===== src/rtl/bcd_to_bin_if.sv =====
// ---------------------------------------------------------------------------
// bcd_to_bin_if
// Request/result bundle for the bcd_to_bin converter.
//
// Signals:
//   start          conversion request, level-sampled on the rising clock edge
//   bcd_digit_0..5 BCD digits, digit 0 is least significant
//   bin_out        20-bit binary result, held until the next accepted start
//   busy           high while a conversion is running
//   done           one-cycle pulse when bin_out/err are updated
//   err            last accepted request contained a digit above 9
//
// Modports:
//   master  requester side (drives start and digits)
//   slave   converter side (drives the result and status)
// ---------------------------------------------------------------------------
interface bcd_to_bin_if;
    logic        start;
    logic [3:0]  bcd_digit_0;
    logic [3:0]  bcd_digit_1;
    logic [3:0]  bcd_digit_2;
    logic [3:0]  bcd_digit_3;
    logic [3:0]  bcd_digit_4;
    logic [3:0]  bcd_digit_5;
    logic [19:0] bin_out;
    logic        busy;
    logic        done;
    logic        err;

    modport master (
        output start,
        output bcd_digit_0, bcd_digit_1, bcd_digit_2,
        output bcd_digit_3, bcd_digit_4, bcd_digit_5,
        input  bin_out, busy, done, err
    );

    modport slave (
        input  start,
        input  bcd_digit_0, bcd_digit_1, bcd_digit_2,
        input  bcd_digit_3, bcd_digit_4, bcd_digit_5,
        output bin_out, busy, done, err
    );
endinterface


===== src/rtl/bcd_to_bin.sv =====
// ---------------------------------------------------------------------------
// bcd_to_bin
// Sequential 6-digit BCD to 20-bit binary converter using reverse
// double-dabble: 20 right-shift iterations, each followed by a -3
// correction of every BCD nibble that reads 8 or more.
//
// Ports:
//   clk      rising-edge clock
//   reset_n  asynchronous active-low reset
//   bus      bcd_to_bin_if.slave (start, digits in; bin_out, busy, done, err out)
//
// Optional feature: define BCD_TO_BIN_CHECK_EN to enable digit-validity
// checking. A request containing a digit above 9 then skips conversion and
// finishes immediately with bin_out = 0 and err = 1. Without the macro,
// err is constant 0 and every request takes the full conversion path.
//
// Timing: start accepted at edge N, done pulses after edge N+20,
// IDLE again after edge N+21, next start accepted at edge N+22 at earliest.
// ---------------------------------------------------------------------------
module bcd_to_bin (
    input  logic          clk,
    input  logic          reset_n,
    bcd_to_bin_if.slave   bus
);

    typedef enum logic [1:0] {IDLE, CONV, DONE} state_t;

    state_t      state;
    state_t      state_next;

    logic [23:0] bcd_q;
    logic [19:0] res_q;
    logic [4:0]  iter_q;
    logic [19:0] bin_q;
    logic        busy_q;
    logic        done_q;

    logic [23:0] digits_in;
    logic [23:0] bcd_shift;
    logic [23:0] bcd_next;
    logic [19:0] res_next;
    logic        last_iter;
    logic        digit_bad;

    assign digits_in = {bus.bcd_digit_5, bus.bcd_digit_4, bus.bcd_digit_3,
                        bus.bcd_digit_2, bus.bcd_digit_1, bus.bcd_digit_0};

    assign last_iter = (iter_q == 5'd19);

    // One reverse double-dabble step: shift the concatenated
    // {bcd, result} pair right, then pull every nibble that reads 8 or
    // more back by 3 (a carried-in 1 at nibble bit 3 is worth 8 but should
    // be worth 10/2 = 5).
    always_comb begin
        bcd_shift = {1'b0, bcd_q[23:1]};
        res_next  = {bcd_q[0], res_q[19:1]};
        bcd_next  = bcd_shift;
        for (int i = 0; i < 6; i++) begin
            if (bcd_shift[4*i +: 4] >= 4'd8) begin
                bcd_next[4*i +: 4] = bcd_shift[4*i +: 4] - 4'd3;
            end
        end
    end

`ifdef BCD_TO_BIN_CHECK_EN
    // Any digit code above 9 marks the whole request invalid.
    always_comb begin
        digit_bad = 1'b0;
        for (int i = 0; i < 6; i++) begin
            if (digits_in[4*i +: 4] > 4'd9) begin
                digit_bad = 1'b1;
            end
        end
    end
`else
    assign digit_bad = 1'b0;
`endif

    // State register.
    always_ff @(posedge clk or negedge reset_n) begin
        if (!reset_n) begin
            state <= IDLE;
        end else begin
            state <= state_next;
        end
    end

    // Next-state logic. Start is only looked at in IDLE, so requests made
    // during CONV or DONE are dropped rather than queued.
    always_comb begin
        state_next = state;
        case (state)
            IDLE: begin
                if (bus.start) begin
                    state_next = digit_bad ? DONE : CONV;
                end
            end
            CONV: begin
                if (last_iter) begin
                    state_next = DONE;
                end
            end
            DONE:    state_next = IDLE;
            default: state_next = IDLE;
        endcase
    end

    // Datapath and status registers. done defaults low every cycle so it
    // can only ever be a single-cycle pulse.
    always_ff @(posedge clk or negedge reset_n) begin
        if (!reset_n) begin
            bcd_q  <= '0;
            res_q  <= '0;
            iter_q <= '0;
            bin_q  <= '0;
            busy_q <= 1'b0;
            done_q <= 1'b0;
        end else begin
            done_q <= 1'b0;
            case (state)
                IDLE: begin
                    if (bus.start) begin
                        bcd_q  <= digits_in;
                        res_q  <= '0;
                        iter_q <= '0;
                        if (digit_bad) begin
                            bin_q  <= '0;
                            done_q <= 1'b1;
                        end else begin
                            busy_q <= 1'b1;
                        end
                    end
                end
                CONV: begin
                    bcd_q  <= bcd_next;
                    res_q  <= res_next;
                    iter_q <= iter_q + 5'd1;
                    if (last_iter) begin
                        bin_q  <= res_next;
                        done_q <= 1'b1;
                        busy_q <= 1'b0;
                    end
                end
                default: begin
                end
            endcase
        end
    end

`ifdef BCD_TO_BIN_CHECK_EN
    logic err_q;

    // err is refreshed on every accepted request and held otherwise.
    always_ff @(posedge clk or negedge reset_n) begin
        if (!reset_n) begin
            err_q <= 1'b0;
        end else if (state == IDLE && bus.start) begin
            err_q <= digit_bad;
        end
    end

    assign bus.err = err_q;
`else
    assign bus.err = 1'b0;
`endif

    assign bus.bin_out = bin_q;
    assign bus.busy    = busy_q;
    assign bus.done    = done_q;

endmodule

===== src/flat_wrapper.sv =====
// flat-port wrapper written by rule: the top's interface ports become plain ports
module bcd_to_bin_flat 
  (clk, reset_n, bus_start, bus_bcd_digit_0, bus_bcd_digit_1, bus_bcd_digit_2, bus_bcd_digit_3, bus_bcd_digit_4, bus_bcd_digit_5, bus_bin_out, bus_busy, bus_done, bus_err);
  bcd_to_bin_if bus_i ();
  input  logic clk;
  input  logic reset_n;
  input wire logic [$bits(bus_i.start)-1:0] bus_start;
  input wire logic [$bits(bus_i.bcd_digit_0)-1:0] bus_bcd_digit_0;
  input wire logic [$bits(bus_i.bcd_digit_1)-1:0] bus_bcd_digit_1;
  input wire logic [$bits(bus_i.bcd_digit_2)-1:0] bus_bcd_digit_2;
  input wire logic [$bits(bus_i.bcd_digit_3)-1:0] bus_bcd_digit_3;
  input wire logic [$bits(bus_i.bcd_digit_4)-1:0] bus_bcd_digit_4;
  input wire logic [$bits(bus_i.bcd_digit_5)-1:0] bus_bcd_digit_5;
  output wire logic [$bits(bus_i.bin_out)-1:0] bus_bin_out;
  output wire logic [$bits(bus_i.busy)-1:0] bus_busy;
  output wire logic [$bits(bus_i.done)-1:0] bus_done;
  output wire logic [$bits(bus_i.err)-1:0] bus_err;
  assign bus_i.start = bus_start;
  assign bus_i.bcd_digit_0 = bus_bcd_digit_0;
  assign bus_i.bcd_digit_1 = bus_bcd_digit_1;
  assign bus_i.bcd_digit_2 = bus_bcd_digit_2;
  assign bus_i.bcd_digit_3 = bus_bcd_digit_3;
  assign bus_i.bcd_digit_4 = bus_bcd_digit_4;
  assign bus_i.bcd_digit_5 = bus_bcd_digit_5;
  assign bus_bin_out = bus_i.bin_out;
  assign bus_busy = bus_i.busy;
  assign bus_done = bus_i.done;
  assign bus_err = bus_i.err;
  bcd_to_bin u_core (.clk(clk), .reset_n(reset_n), .bus(bus_i));
endmodule

===== config.mk =====
export PLATFORM = sky130hd
export DESIGN_NAME = bcd_to_bin_flat
export DESIGN_NICKNAME = d
export VERILOG_FILES = /design/src/rtl/bcd_to_bin_if.sv /design/src/rtl/bcd_to_bin.sv /design/src/flat_wrapper.sv
export SDC_FILE = /design/constraint.sdc
export NUM_CORES = 1
export LEC_CHECK = 0
export ABC_CLOCK_PERIOD_IN_PS = 2200
export BUFFER_PORTS_ARGS = -buffer_cell sky130_fd_sc_hd__buf_2
export CAP_MARGIN = 15
export CORE_UTILIZATION = 40
export CTS_CLUSTER_SIZE = 20
export DETAILED_ROUTE_END_ITERATION = 10
export GPL_TIMING_DRIVEN = 0
export PLACE_DENSITY = 0.62
export SETUP_SLACK_MARGIN = 0.15
export SYNTH_ARGS = -nofsm -noshare
export SYNTH_HDL_FRONTEND = slang
export SYNTH_SLANG_ARGS = --single-unit

===== constraint.sdc =====
create_clock -name clk -period 2.2 [get_ports clk]
set_clock_uncertainty 0.05 [all_clocks]
set_input_delay 0.11 -clock clk [delete_from_list [all_inputs] [get_ports clk]]
set_output_delay 0.11 -clock clk [all_outputs]
set_load 0.005 [all_outputs]

==> tab_implementation.tex, run 1 <==
\begin{tabular}{lr}
\hline
Metric & Value \\
\hline
\multicolumn{2}{l}{\textbf{Placed design}} \\
Detailed placement HPWL & 4900 um \\
Final Wtd Congestion & 0.797 \\
Cell area after placement & 3830 sq um \\
Number of input and output port buffers inserted & 48 \\
\multicolumn{2}{l}{\textbf{Min path}} \\
Worst hold path class & primary input to register \\
Hold path startpoint & bus\_bcd\_digit\_2[0] \\
\multicolumn{2}{l}{\textbf{Detailed routing}} \\
Via-per-instance ratio & 5.09 \\
Mean routed wirelength per cell & 15.4 um \\
Number of nets with antenna violations after routing & 0 \\
Drt total wl & 7130 um \\
Vias after detailed routing & 2356 \\
Detailed-router iteration count before antenna repair & 4 \\
DRC violation count after routing & 0 \\
Violation count after the first detailed-route iteration & 96 \\
\multicolumn{2}{l}{\textbf{Die}} \\
I/O pin count & 50 \\
Effective utilization at floorplan & 0.415 \\
Die Outline Area & 8930 sq um \\
Die span in y & 94.5 um \\
Total core area & 8260 sq um \\
Placement Rows & 33 \\
Horizontal die dimension & 94.5 um \\
\multicolumn{2}{l}{\textbf{Clocking}} \\
Max H-tree Level & 3 \\
Clock Tree Buf Depth & 2 \\
Clock buffers created by TritonCTS & 9 \\
Hold buffer count at CTS & 8 \\
Clock latency of the later-clocked register in the worst-skew pair & 0.35 ns \\
Number of buffers inserted by post-CTS setup repair & 0 \\
Count of clock tree sinks & 72 \\
Post-CTS clock slew at the launch and capture registers of the worst setup and hold paths & 0.08 ns \\
Buffer cell driving the clock tree root & clkbuf\_8 \\
TritonCTS clock tree & yes \\
Post-cts sizing count & 0 \\
\multicolumn{2}{l}{\textbf{Timing}} \\
Worst slew margin relative to its limit & 0.659 \\
Setup repair after global routing missed its margin & no \\
Slew at the pin with the worst max-slew slack & 0.512 ns \\
Tmin final & 1.72 ns \\
Post-route clock period utilization & 0.783 \\
Setup TNS & 0 ns \\
Top achievable clock speed & 580 MHz \\
Hold violation count in the final report & 0 \\
Pins Over Slew Limit & 0 \\
Final setup violation count & 0 \\
\multicolumn{2}{l}{\textbf{Power}} \\
Net switching component of the power & 0.00208 W \\
Part of the total power dissipated in sequential elements & 0.406 \\
Leakage & 2.10 nW \\
Net switching fraction of the power & 0.352 \\
Clock network power share & 0.198 \\
Total design power & 0.00590 W \\
Share of power burned in combinational logic & 0.396 \\
Worst supply voltage drop on vdd & 0.425 mV \\
Power density normalized to cell area & 1430 nW/um\^{}2 \\
Cell internal power dissipation & 0.00382 W \\
\multicolumn{2}{l}{\textbf{Synthesis}} \\
Count of flip-flops with a built-in enable after synthesis & 0 \\
Area share of the largest cell type after synthesis & 0.526 \\
Cell variety after synth & 39 \\
Syn Area/Cell & 12.0 sq um \\
Biggest area contributors in the synthesized netlist & dfrtp\_1 (53\%), mux2\_4 (7.5\%), a22o\_1 (5.6\%), ha\_1 (4.0\%), mux2i\_1 (2.6\%) \\
Share of synthesized registers carrying an async set or reset & 1.00 \\
Post-synth top area cell & dfrtp\_1 \\
Synthesized instance count & 285 \\
Post-synthesis instance area & 3420 sq um \\
FF+latch count, synth & 72 \\
Mapped Nets & 323 \\
Sequential area share after synthesis & 0.526 \\
Most instantiated cells after synthesis & dfrtp\_1 (72), a22o\_1 (22), nand2\_1 (21) \\
Count of warnings emitted by yosys & 0 \\
Main flop type after synthesis & dfrtp\_1 \\
Dominant cell by count in the synthesized netlist & dfrtp\_1 \\
\multicolumn{2}{l}{\textbf{Global routing}} \\
Wire length of the first global-routing pass & 12100 um \\
Maximum number of pins on one net before global-route repair & 53 \\
All-Layer GR Usage & 0.182 \\
Final global-route overflow total & 0 \\
Via count of the first global-routing pass & 2349 \\
Number of antenna violations at the first check in global routing & 0 \\
\multicolumn{2}{l}{\textbf{Worst setup path}} \\
Worst Path Arrival & 1.91 ns \\
Critical path data required time & 2.38 ns \\
Highest net fanout along the worst path & 10 \\
Source of the worst register-to-register timing path & u\_core.iter\_q[0] \\
CP startpoint & u\_core.iter\_q[0] \\
Worst setup EP type & register \\
Type of element launching the critical path & register \\
Start-to-end type of the worst setup path & register to register \\
\multicolumn{2}{l}{\textbf{Cells and area}} \\
Sequential cell area & 1800 sq um \\
Number of nets in the final layout & 391 \\
Ant diodes & 0 \\
Number of inserted filler cells in the final layout & 746 \\
Post-route standard cell area excluding fillers & 4130 sq um \\
Fraction of layout instances using a drive strength above 1 & 0.288 \\
Area taken by multi-input logic gates & 1440 sq um \\
Signed area change from the synthesized netlist to the final layout & 20.5\% \\
\multicolumn{2}{l}{\textbf{Run status}} \\
Run status & complete, no violations \\
\multicolumn{2}{l}{\textbf{Flow run}} \\
Number of max-cap violations & 0 \\
\hline
\end{tabular}
==> critical path: stages (launching register included) <==
cell and delay, ns:
dfrtp_1 0.41, ha_1 0.24, and4bb_2 0.27, nand2_4 0.12
buf_6 0.19, mux2_4 0.32
==> power groups by stage <==
stage,registers [W],clock network (W),logic (W)
floorplan,0.00232,0,0.00175
global placement,0.00241,0,0.00228
detailed placement,0.00243,0,0.00234
CTS,0.00240,0.00119,0.00237
global route,0.00249,0.00126,0.00263
finish,0.00240,0.00117,0.00234
==> metal layers <==
layer	share of wire	up-vias	track usage	wire length, um
li1	-	1140	-	-
met1	0.48	1153	0.258	3420
met2	0.46	50	0.272	3270
met3	0.036	13	0.0266	257
met4	0.026	0	0.0934	187
met5	0	-	0	0
==> path summary, 6_finish.rpt <==
check / to / slack, ns / depth (start not counted)
min in group asynchronous: u_core.bcd_q[13] / 0.13 / 2
setup / recovery: u_core.bus.bin_out[4] / 0.48 / 5
setup reg to reg: u_core.bus.bin_out[4] / 0.48 / 5
hold reg to reg: u_core.iter_q[4] / 0.42 / 1
hold / removal: u_core.bcd_q[8] / 0.003 / 3
max in group asynchronous: u_core.state[1] / 1.42 / 3
==> area by class of cell <==
type	instances	area share
sequential	72	0.436
multi-input combinational	178	0.349
timing repair buffer	57	0.0849
tap	105	0.0318
clock buffer	10	0.0309
buffer	19	0.0294
clock inverter	6	0.0227
inverter	16	0.0145
==> kinds of logic (layout without fill, tap and decap cells) <==
| family | after synthesis | count (layout) | synth area share |
|---|---|---|---|
| AND/OR/NAND/NOR | 53 | 53 | 0.0786 |
| flip-flops | 72 | 72 | 0.526 |
| multiplexers | 29 | 29 | 0.111 |
| buffers and inverters | 35 | 108 | 0.0530 |
| adder cells (fa/ha/maj) | 11 | 11 | 0.0402 |
| XOR/XNOR | 10 | 10 | 0.0256 |
| other | 1 | 1 | 0.00110 |
| AO/OA/AOI/OAI | 74 | 74 | 0.165 |
==> stage by stage <==
step,cells,setup WS [ns],hold WS (ns),utilization
after CTS,463,0.478,0.000960,0.500
after detailed placement,439,0.494,-0.0287,0.463
after global placement,438,0.508,0.304,0.460
after floorplan,285,0.608,-0.236,-
final,463,0.477,0.00325,0.500
after global routing,463,0.424,0.0160,0.500
==> cells in the final DEF, fill, tap and decap left out, drive strengths merged, types with 3 or more instances in the layout <==
| cell type | instances |
|---|---|
| o31ai | 5 |
| mux2 | 20 |
| inv | 16 |
| clkbuf | 13 |
| nand2 | 22 |
| a22o | 22 |
| a2bb2oi | 4 |
| dlygate4sd3 | 8 |
| ha | 11 |
| dfrtp | 72 |
| o211a | 5 |
| xor2 | 4 |
| mux2i | 9 |
| o22a | 4 |
| a21oi | 9 |
| buf | 65 |
| nor2b | 11 |
| clkinv | 3 |
| xnor2 | 6 |
| a22oi | 5 |
| o21ai | 9 |
| nor2 | 11 |
==> state kept, by name (all words and copies together) (netlist names) <==
name	flops
u_core.bcd_q	24
u_core.bus.bin_out	20
u_core.bus.busy	1
u_core.bus.done	1
u_core.iter_q	5
u_core.res_q	19
u_core.state	2
No activity file was read; power rests on OpenSTA's default activity.
==> inputs of run 2 (changes only) <==
--- a/config.mk
+++ b/config.mk
@@ -5,14 +5,15 @@
 export SDC_FILE = /design/constraint.sdc
 export NUM_CORES = 1
 export LEC_CHECK = 0
-export ABC_CLOCK_PERIOD_IN_PS = 2200
+export ABC_AREA = 1
+export ABC_CLOCK_PERIOD_IN_PS = 1550
 export BUFFER_PORTS_ARGS = -buffer_cell sky130_fd_sc_hd__buf_2
 export CAP_MARGIN = 15
 export CORE_UTILIZATION = 40
 export CTS_CLUSTER_SIZE = 20
 export DETAILED_ROUTE_END_ITERATION = 10
 export GPL_TIMING_DRIVEN = 0
-export PLACE_DENSITY = 0.62
+export PLACE_DENSITY = 0.65
 export SETUP_SLACK_MARGIN = 0.15
 export SYNTH_ARGS = -nofsm -noshare
 export SYNTH_HDL_FRONTEND = slang
==> constraint.sdc (replaced) <==
create_clock -name clk -period 1.55 [get_ports clk]
set_clock_uncertainty 0.05 [all_clocks]
set_input_delay 0.0775 -clock clk [delete_from_list [all_inputs] [get_ports clk]]
set_output_delay 0.0775 -clock clk [all_outputs]
set_load 0.005 [all_outputs]
==> run 2 against run 1 <==
Net effect:
- the flow now finishes with violations (hold timing)
- maximum frequency increased by 29%
- global-route usage grew 1.4 points
- sequential cell count did not move
- setup slack worse by 0.26 ns
- area after synthesis is 2.6% lower
- clock power rose by 37%
- sequential share of layout area shrank 1.9 points
- critical path type unchanged
- largest power group is now combinational cells
==> tab_implementation.tex, run 2 <==
\begin{tabular}{lr}
\hline
Metric & Value \\
\hline
\multicolumn{2}{l}{\textbf{Synthesis}} \\
Syn Area/Cell & 8.41 sq um (was 12.0 sq um) \\
Area share of the largest cell type after synthesis & 0.540 (was 0.526) \\
Count of flip-flops with a built-in enable after synthesis & 0 (unchanged) \\
Biggest area contributors in the synthesized netlist & dfrtp\_1 (54\%), nand2\_1 (12\%), inv\_1 (6.1\%), nand3\_1 (4.5\%), ha\_1 (4.1\%) (was dfrtp\_1 (53\%), mux2\_4 (7.5\%), a22o\_1 (5.6\%), ha\_1 (4.0\%), mux2i\_1 (2.6\%)) \\
Main flop type after synthesis & dfrtp\_1 (unchanged) \\
Share of synthesized registers carrying an async set or reset & 1.00 (unchanged) \\
Cell variety after synth & 25 (was 39) \\
Mapped Nets & 435 (was 323) \\
Post-synthesis instance area & 3340 sq um (was 3420 sq um) \\
Sequential area share after synthesis & 0.540 (was 0.526) \\
Count of warnings emitted by yosys & 0 (unchanged) \\
FF+latch count, synth & 72 (unchanged) \\
Most instantiated cells after synthesis & nand2\_1 (108), dfrtp\_1 (72), inv\_1 (54) (was dfrtp\_1 (72), a22o\_1 (22), nand2\_1 (21)) \\
Synthesized instance count & 397 (was 285) \\
Dominant cell by count in the synthesized netlist & nand2\_1 (was dfrtp\_1) \\
Post-synth top area cell & dfrtp\_1 (unchanged) \\
\multicolumn{2}{l}{\textbf{Worst setup path}} \\
Critical path data required time & 1.74 ns (was 2.38 ns) \\
Type of element launching the critical path & register (unchanged) \\
Source of the worst register-to-register timing path & u\_core.iter\_q[1] (was u\_core.iter\_q[0]) \\
Terminus of the critical flop-to-flop path & u\_core.bus.busy (was u\_core.bus.bin\_out[4]) \\
Worst path max stage delay & 0.43 ns (was 0.41 ns) \\
Worst Path Arrival & 1.53 ns (was 1.91 ns) \\
Cell-by-cell listing of the critical path & ha\_4, nand2\_1, inv\_1, nand3\_4, buf\_6, o21ai\_0, inv\_1 (was ha\_1, and4bb\_2, nand2\_4, buf\_6, mux2\_4) \\
Start-to-end type of the worst setup path & register to register (unchanged) \\
Worst setup EP type & register (unchanged) \\
Critical path buffer and inverter count & 3 (was 1) \\
Highest net fanout along the worst path & 10 (unchanged) \\
Largest delay share family, worst path & flip-flops (unchanged) \\
Number of cells on the worst reg-to-reg path & 7 (was 5) \\
Crit path top cell by count & inv\_1 \\
Slowest-stage cell, CP & dfrtp\_1 (unchanged) \\
R2R setup slack & 0.21 ns (was 0.48 ns) \\
\multicolumn{2}{l}{\textbf{Power}} \\
Worst supply voltage drop on vdd & 0.783 mV (was 0.425 mV) \\
Leakage & 2.24 nW (was 2.10 nW) \\
Power density normalized to cell area & 1870 nW/um\^{}2 (was 1430 nW/um\^{}2) \\
\multicolumn{2}{l}{\textbf{Min path}} \\
Worst hold path class & primary input to register (unchanged) \\
Min-Delay Endpoint & u\_core.bcd\_q[7] (was u\_core.bcd\_q[8]) \\
Hold path startpoint & bus\_bcd\_digit\_1[3] (was bus\_bcd\_digit\_2[0]) \\
Hold path depth & 3 (unchanged) \\
\multicolumn{2}{l}{\textbf{Global routing}} \\
All-Layer GR Usage & 0.196 (was 0.182) \\
Via count of the first global-routing pass & 2802 (was 2349) \\
Final global-route overflow total & 0 (unchanged) \\
Number of antenna violations at the first check in global routing & 0 (unchanged) \\
Maximum number of pins on one net before global-route repair & 72 (was 53) \\
Wire length of the first global-routing pass & 13200 um (was 12100 um) \\
\multicolumn{2}{l}{\textbf{Cells and area}} \\
Core occupancy in the finished layout & 0.548 (was 0.500) \\
Number of nets in the final layout & 523 (was 391) \\
Largest register FFs & 24 (unchanged) \\
Register with the most flip-flops & u\_core.bcd\_q (unchanged) \\
Sequential cell area & 1800 sq um (about the same) \\
Number of inserted filler cells in the final layout & 733 (was 746) \\
Area taken by multi-input logic gates & 1280 sq um (was 1440 sq um) \\
Signed area change from the synthesized netlist to the final layout & 29.5\% (was 20.5\%) \\
Fraction of layout instances using a drive strength above 1 & 0.204 (was 0.288) \\
Commonest non-fill, non-tap cells in the layout & nand2\_1 (107), dfrtp\_1 (70), inv\_1 (54) (was dfrtp\_1 (72), buf\_2 (57), a22o\_1 (22)) \\
Ant diodes & 0 (unchanged) \\
Post-route standard cell area excluding fillers & 4320 sq um (was 4130 sq um) \\
Most frequent standard cell in the layout excluding fill and tap cells & nand2\_1 (was dfrtp\_1) \\
\multicolumn{2}{l}{\textbf{Clocking}} \\
Clock Tree Buf Depth & 2 (unchanged) \\
Clock latency of the later-clocked register in the worst-skew pair & 0.36 ns (was 0.35 ns) \\
Buffer cell driving the clock tree root & clkbuf\_8 (unchanged) \\
Max H-tree Level & 3 (unchanged) \\
Post-CTS clock slew at the launch and capture registers of the worst setup and hold paths & 0.08 ns (about the same) \\
Count of clock tree sinks & 72 (unchanged) \\
Clock buffers created by TritonCTS & 9 (unchanged) \\
TritonCTS clock tree & yes (unchanged) \\
\multicolumn{2}{l}{\textbf{Detailed routing}} \\
Vias after detailed routing & 2867 (was 2356) \\
Detailed-router iteration count before antenna repair & 4 (unchanged) \\
Number of nets with antenna violations after routing & 0 (unchanged) \\
Mean routed wirelength per cell & 13.3 um (was 15.4 um) \\
Via-per-instance ratio & 4.84 (was 5.09) \\
Violation count after the first detailed-route iteration & 211 (was 96) \\
DRC violation count after routing & 0 (unchanged) \\
Drt total wl & 7860 um (was 7130 um) \\
\multicolumn{2}{l}{\textbf{Placed design}} \\
Detailed placement HPWL & 5000 um (was 4900 um) \\
Final Wtd Congestion & 0.795 (was 0.797) \\
Number of input and output port buffers inserted & 48 (unchanged) \\
DP Worst Slack & 0.0222 ns (was 0.494 ns) \\
Cell area after placement & 3730 sq um (was 3830 sq um) \\
\multicolumn{2}{l}{\textbf{Timing}} \\
Setup TNS & 0 ns (unchanged) \\
Post-route clock period utilization & 0.862 (was 0.783) \\
Setup repair after global routing missed its margin & yes (was no) \\
Worst hold-check slack & -0.0259 ns (was 0.00325 ns) \\
Least setup slack across all paths after layout & 0.214 ns (was 0.477 ns) \\
Pins Over Slew Limit & 0 (unchanged) \\
Final setup violation count & 0 (unchanged) \\
Tmin final & 1.34 ns (was 1.72 ns) \\
Top achievable clock speed & 749 MHz (was 580 MHz) \\
Hold violation count in the final report & 1 (was 0) \\
\multicolumn{2}{l}{\textbf{Die}} \\
Die span in y & 93.3 um (was 94.5 um) \\
I/O pin count & 50 (unchanged) \\
Placement Rows & 32 (was 33) \\
Horizontal die dimension & 93.3 um (was 94.5 um) \\
Die Outline Area & 8710 sq um (was 8930 sq um) \\
Effective utilization at floorplan & 0.423 (was 0.415) \\
Total core area & 7890 sq um (was 8260 sq um) \\
\multicolumn{2}{l}{\textbf{Run status}} \\
Run status & finished with violations (was complete, no violations) \\
Violated checks & hold timing \\
\multicolumn{2}{l}{\textbf{Flow run}} \\
Number of max-cap violations & 0 (unchanged) \\
\hline
\end{tabular}
run 2: cell count changes in the layout (fill, tap and decap cells not counted), sizes merged, moves of 6 or more:
cell / previous run / this run
nand2: 22 / 110
mux2i: 9 / 0
nand3: 0 / 31
nor2b: 11 / 0
a22o: 22 / 0
o22ai: 2 / 19
inv: 16 / 60
mux2: 20 / 0
nor2: 11 / 20
xnor2: 6 / 0
o21ai: 9 / 39
dlygate4sd3: 8 / 22
run 2: cell families after synthesis:
kind of cell,share of synthesized area
and+or+nand+nor,0.204
AOI/OAI and AO/OA,0.120
buffers and inverters,0.0937
DFF,0.540
adders and majority gates,0.0412
other,0.00112
run 2: worst max path at each step:
stage                           startpoint               endpoint  slack, ns  cells past startpoint
after floorplan           u_core.iter_q[0]        u_core.bus.busy       0.27                      7
after global placement             reset_n       u_core.bcd_q[12]      -0.08                      1
after detailed placement   u_core.state[1]       u_core.bcd_q[15]       0.02                      6
after CTS                 u_core.iter_q[1]  u_core.bus.bin_out[6]       0.16                      7
after global routing       u_core.state[0]       u_core.bcd_q[12]       0.15                      6
final                     u_core.iter_q[1]        u_core.bus.busy       0.21                      7
run 2: stage by stage:
step	total power, W	hold slack [ns]	instances
4_1_cts	0.00796	0.00418	589
3_3_place_gp	0.00608	0.253	547
6_report	0.00808	-0.0259	592
2_1_floorplan	0.00530	-0.268	397
5_1_grt	0.00881	0.0332	592
3_5_place_dp	0.00622	-0.173	548
run 2: layout make-up:
class | instances | area share
Tap cell | 102 | 0.0295
Sequential cell | 72 | 0.418
Timing Repair Buffer | 77 | 0.124
Clock inverter | 6 | 0.0174
Multi-Input combinational cell | 251 | 0.297
Inverter | 57 | 0.0501
Clock buffer | 10 | 0.0319
Buffer | 17 | 0.0327
run 2: what timing repair did:
item                                   4_1_cts  5_1_grt
gates resized for setup                      8       25
hold buffers                                22        0
buffers inserted                             3        3
endpoints found under the hold margin       92        0
setup endpoints to repair                   62       60
pin swaps                                    1        1
run 2: report_power, final:
part / internal, W / switching (W) / leakage (nW)
registers: 0.00266 / 0.000567 / 0.932
clock network: 0.000813 / 0.000789 / 0.105
logic: 0.00139 / 0.00186 / 1.20
run 2: tightest hold or removal path: stages:
cell     delay [ns]
buf_2          0.07
o21ai_1        0.06
a21oi_1        0.12
run 2: layer usage:
metal,global-route usage,vias to the layer above,wire (um)
met5,0,-,0
met4,0.0641,0,99
met3,0.0455,10,294
met2,0.311,58,3810
met1,0.266,1357,3650
li1,-,1442,-
==> inputs of run 3 (changes only) <==
--- a/config.mk
+++ b/config.mk
@@ -5,7 +5,6 @@
 export SDC_FILE = /design/constraint.sdc
 export NUM_CORES = 1
 export LEC_CHECK = 0
-export ABC_AREA = 1
 export ABC_CLOCK_PERIOD_IN_PS = 1550
 export BUFFER_PORTS_ARGS = -buffer_cell sky130_fd_sc_hd__buf_2
 export CAP_MARGIN = 15
==> run 3 against run 2 <==
Net effect:
- the run ends with setup timing left
- critical path depth is 1 lower
- register-to-register slack worse by 0.32 ns
- setup slack worse by 0.32 ns
- utilization is 7.1 points higher
- total power is 33% higher
- wire length is 18% higher
- first-iteration DRC count is 4.3% lower
- combinational power is 71% higher
- cell count is 13% lower
- die area is 2.6% higher
- via count is 5.7% lower
- clock-buffer cell count stayed put
- largest cell class unchanged
- largest power group unchanged
==> tab_implementation.tex, run 3 (synthesis gave the netlist of run 1 again) <==
\begin{tabular}{lr}
\hline
Metric & Value \\
\hline
\multicolumn{2}{l}{\textbf{Power}} \\
Part of the total power dissipated in sequential elements & 0.325 (was 0.399) \\
Cell internal power dissipation & 0.00693 W (was 0.00486 W) \\
Clock network power share & 0.158 (was 0.198) \\
Net switching fraction of the power & 0.356 (was 0.399) \\
Total design power & 0.0108 W (was 0.00808 W) \\
Net switching component of the power & 0.00383 W (was 0.00322 W) \\
Share of power burned in combinational logic & 0.517 (was 0.403) \\
Leakage & 2.56 nW (was 2.24 nW) \\
Worst supply voltage drop on vdd & 0.876 mV (was 0.783 mV) \\
Power density normalized to cell area & 2100 nW/um\^{}2 (was 1870 nW/um\^{}2) \\
\multicolumn{2}{l}{\textbf{Worst setup path}} \\
Cell-by-cell listing of the critical path & ha\_2, and4bb\_4, nand2\_8, buf\_12, buf\_16, mux2\_4 (was ha\_4, nand2\_1, inv\_1, nand3\_4, buf\_6, o21ai\_0, inv\_1) \\
Largest delay share family, worst path & flip-flops (unchanged) \\
Critical path buffer and inverter count & 2 (was 3) \\
Worst path max stage delay & 0.38 ns (was 0.43 ns) \\
Highest net fanout along the worst path & 5 (was 10) \\
Type of element launching the critical path & register (unchanged) \\
Worst setup EP type & register (unchanged) \\
Start-to-end type of the worst setup path & register to register (unchanged) \\
Critical path data required time & 1.74 ns (about the same) \\
Worst Path Arrival & 1.85 ns (was 1.53 ns) \\
Slowest-stage cell, CP & dfrtp\_1 (unchanged) \\
\multicolumn{2}{l}{\textbf{Timing}} \\
Setup repair after global routing missed its margin & yes (unchanged) \\
Top achievable clock speed & 602 MHz (was 749 MHz) \\
Hold violation count in the final report & 0 (was 1) \\
Final setup violation count & 28 (was 0) \\
Pins Over Slew Limit & 0 (unchanged) \\
Post-route clock period utilization & 1.07 (was 0.862) \\
Least setup slack across all paths after layout & -0.110 ns (was 0.214 ns) \\
Tmin final & 1.66 ns (was 1.34 ns) \\
\multicolumn{2}{l}{\textbf{Clocking}} \\
Post-CTS clock slew at the launch and capture registers of the worst setup and hold paths & 0.08 ns (about the same) \\
Buffer cell driving the clock tree root & clkbuf\_8 (unchanged) \\
TritonCTS clock tree & yes (unchanged) \\
Clock latency of the later-clocked register in the worst-skew pair & 0.35 ns (was 0.36 ns) \\
Count of clock tree sinks & 72 (unchanged) \\
Clock Tree Buf Depth & 2 (unchanged) \\
Max H-tree Level & 3 (unchanged) \\
Clock buffers created by TritonCTS & 9 (unchanged) \\
\multicolumn{2}{l}{\textbf{Detailed routing}} \\
Number of nets with antenna violations after routing & 0 (unchanged) \\
Detailed-router iteration count before antenna repair & 5 (was 4) \\
Vias after detailed routing & 2703 (was 2867) \\
Violation count after the first detailed-route iteration & 202 (was 211) \\
Mean routed wirelength per cell & 18.0 um (was 13.3 um) \\
Via-per-instance ratio & 5.25 (was 4.84) \\
DRC violation count after routing & 0 (unchanged) \\
Drt total wl & 9280 um (was 7860 um) \\
\multicolumn{2}{l}{\textbf{Cells and area}} \\
Number of nets in the final layout & 443 (was 523) \\
Register with the most flip-flops & u\_core.bcd\_q (unchanged) \\
Non-Filler Instances & 515 (was 592) \\
Commonest non-fill, non-tap cells in the layout & dfrtp\_1 (72), buf\_2 (48), buf\_6 (25) (was nand2\_1 (107), dfrtp\_1 (70), inv\_1 (54)) \\
Post-route standard cell area excluding fillers & 5110 sq um (was 4320 sq um) \\
Fraction of layout instances using a drive strength above 1 & 0.432 (was 0.204) \\
Ant diodes & 0 (unchanged) \\
Signed area change from the synthesized netlist to the final layout & 49.3\% (was 29.5\%) \\
Largest register FFs & 24 (unchanged) \\
Most frequent standard cell in the layout excluding fill and tap cells & dfrtp\_1 (was nand2\_1) \\
\multicolumn{2}{l}{\textbf{Global routing}} \\
Wire length of the first global-routing pass & 14400 um (was 13200 um) \\
Number of antenna violations at the first check in global routing & 0 (unchanged) \\
All-Layer GR Usage & 0.221 (was 0.196) \\
Final global-route overflow total & 0 (unchanged) \\
Via count of the first global-routing pass & 2715 (was 2802) \\
Maximum number of pins on one net before global-route repair & 72 (unchanged) \\
\multicolumn{2}{l}{\textbf{Placed design}} \\
Cell area after placement & 3840 sq um (was 3730 sq um) \\
Final Wtd Congestion & 0.817 (was 0.795) \\
Placed cell count & 439 (was 548) \\
DP Worst Slack & -0.0661 ns (was 0.0222 ns) \\
Number of input and output port buffers inserted & 48 (unchanged) \\
Detailed placement HPWL & 4880 um (was 5000 um) \\
\multicolumn{2}{l}{\textbf{Min path}} \\
Worst hold path class & primary input to register (unchanged) \\
\multicolumn{2}{l}{\textbf{Die}} \\
Horizontal die dimension & 94.5 um (was 93.3 um) \\
Die span in y & 94.5 um (was 93.3 um) \\
Effective utilization at floorplan & 0.415 (was 0.423) \\
Total core area & 8260 sq um (was 7890 sq um) \\
Die Outline Area & 8930 sq um (was 8710 sq um) \\
Placement Rows & 33 (was 32) \\
I/O pin count & 50 (unchanged) \\
\multicolumn{2}{l}{\textbf{Run status}} \\
Violated checks & setup timing (was hold timing) \\
Run status & finished with violations (unchanged) \\
\multicolumn{2}{l}{\textbf{Flow run}} \\
Number of max-cap violations & 0 (unchanged) \\
\hline
\end{tabular}
## run 3: tightest hold or removal path, delay by kind of cell
family	cells	cell delay, ns
muxes	2	0.20
buffers and inverters	1	0.08
## run 3: power by group through the flow
stage                     Clock, W  Combinational [W]  Sequential, W
after floorplan                  0            0.00248        0.00329
after CTS                  0.00173            0.00513        0.00344
after global routing       0.00182            0.00595        0.00360
after detailed placement         0            0.00334        0.00346
after global placement           0            0.00323        0.00342
final                      0.00171            0.00556        0.00350
## run 3: timing repair
item                       CTS  global route
setup endpoints to repair   68            70
hold buffers                18             0
pin swaps                   37            25
buffers inserted            26             8
gates cloned                 8             0
hold endpoints to repair    88             0
resized for setup          100            21
## run 3: per-layer routing
metal | track usage | vias up | wire (um)
met5 | 0 | - | 0
met4 | 0.110 | 0 | 227
met3 | 0.0378 | 15 | 500
met2 | 0.356 | 90 | 4670
met1 | 0.287 | 1340 | 3890
li1 | - | 1258 | -
## run 3: worst paths after layout
check	startpoint	to	slack (ns)	cells after the start
min in group asynchronous	reset_n	u_core.bcd_q[14]	0.22	3
hold reg to reg	u_core.bus.busy	u_core.bus.busy	0.44	1
max in group asynchronous	reset_n	u_core.bcd_q[13]	0.81	3
setup / recovery	u_core.iter_q[1]	u_core.bus.bin_out[10]	-0.11	6
hold / removal	bus_bcd_digit_2[2]	u_core.bcd_q[10]	0.002	3
setup reg to reg	u_core.iter_q[1]	u_core.bus.bin_out[10]	-0.11	6
## run 3: layout make-up
| cell class | count | area (sq um) |
|---|---|---|
| Inverter | 16 | 60.1 |
| Clock inverter | 6 | 90.1 |
| Buffer | 19 | 231 |
| Tap cell | 105 | 131 |
| Sequential cell | 72 | 1800 |
| Fill cell | 625 | 3140 |
| Timing Repair Buffer | 109 | 1010 |
| Multi-Input combinational cell | 178 | 1660 |
| Clock buffer | 10 | 138 |
## run 3: through the flow
step / util / hold slack, ns / setup TNS [ns]
finish: 0.619 / 0.00203 / -1.44
global route: 0.619 / 0.00688 / -3.00
CTS: 0.605 / 0.00522 / -0.677
detailed placement: 0.465 / -0.173 / -1.02
global placement: 0.461 / 0.271 / -7.01
floorplan: - / -0.268 / 0
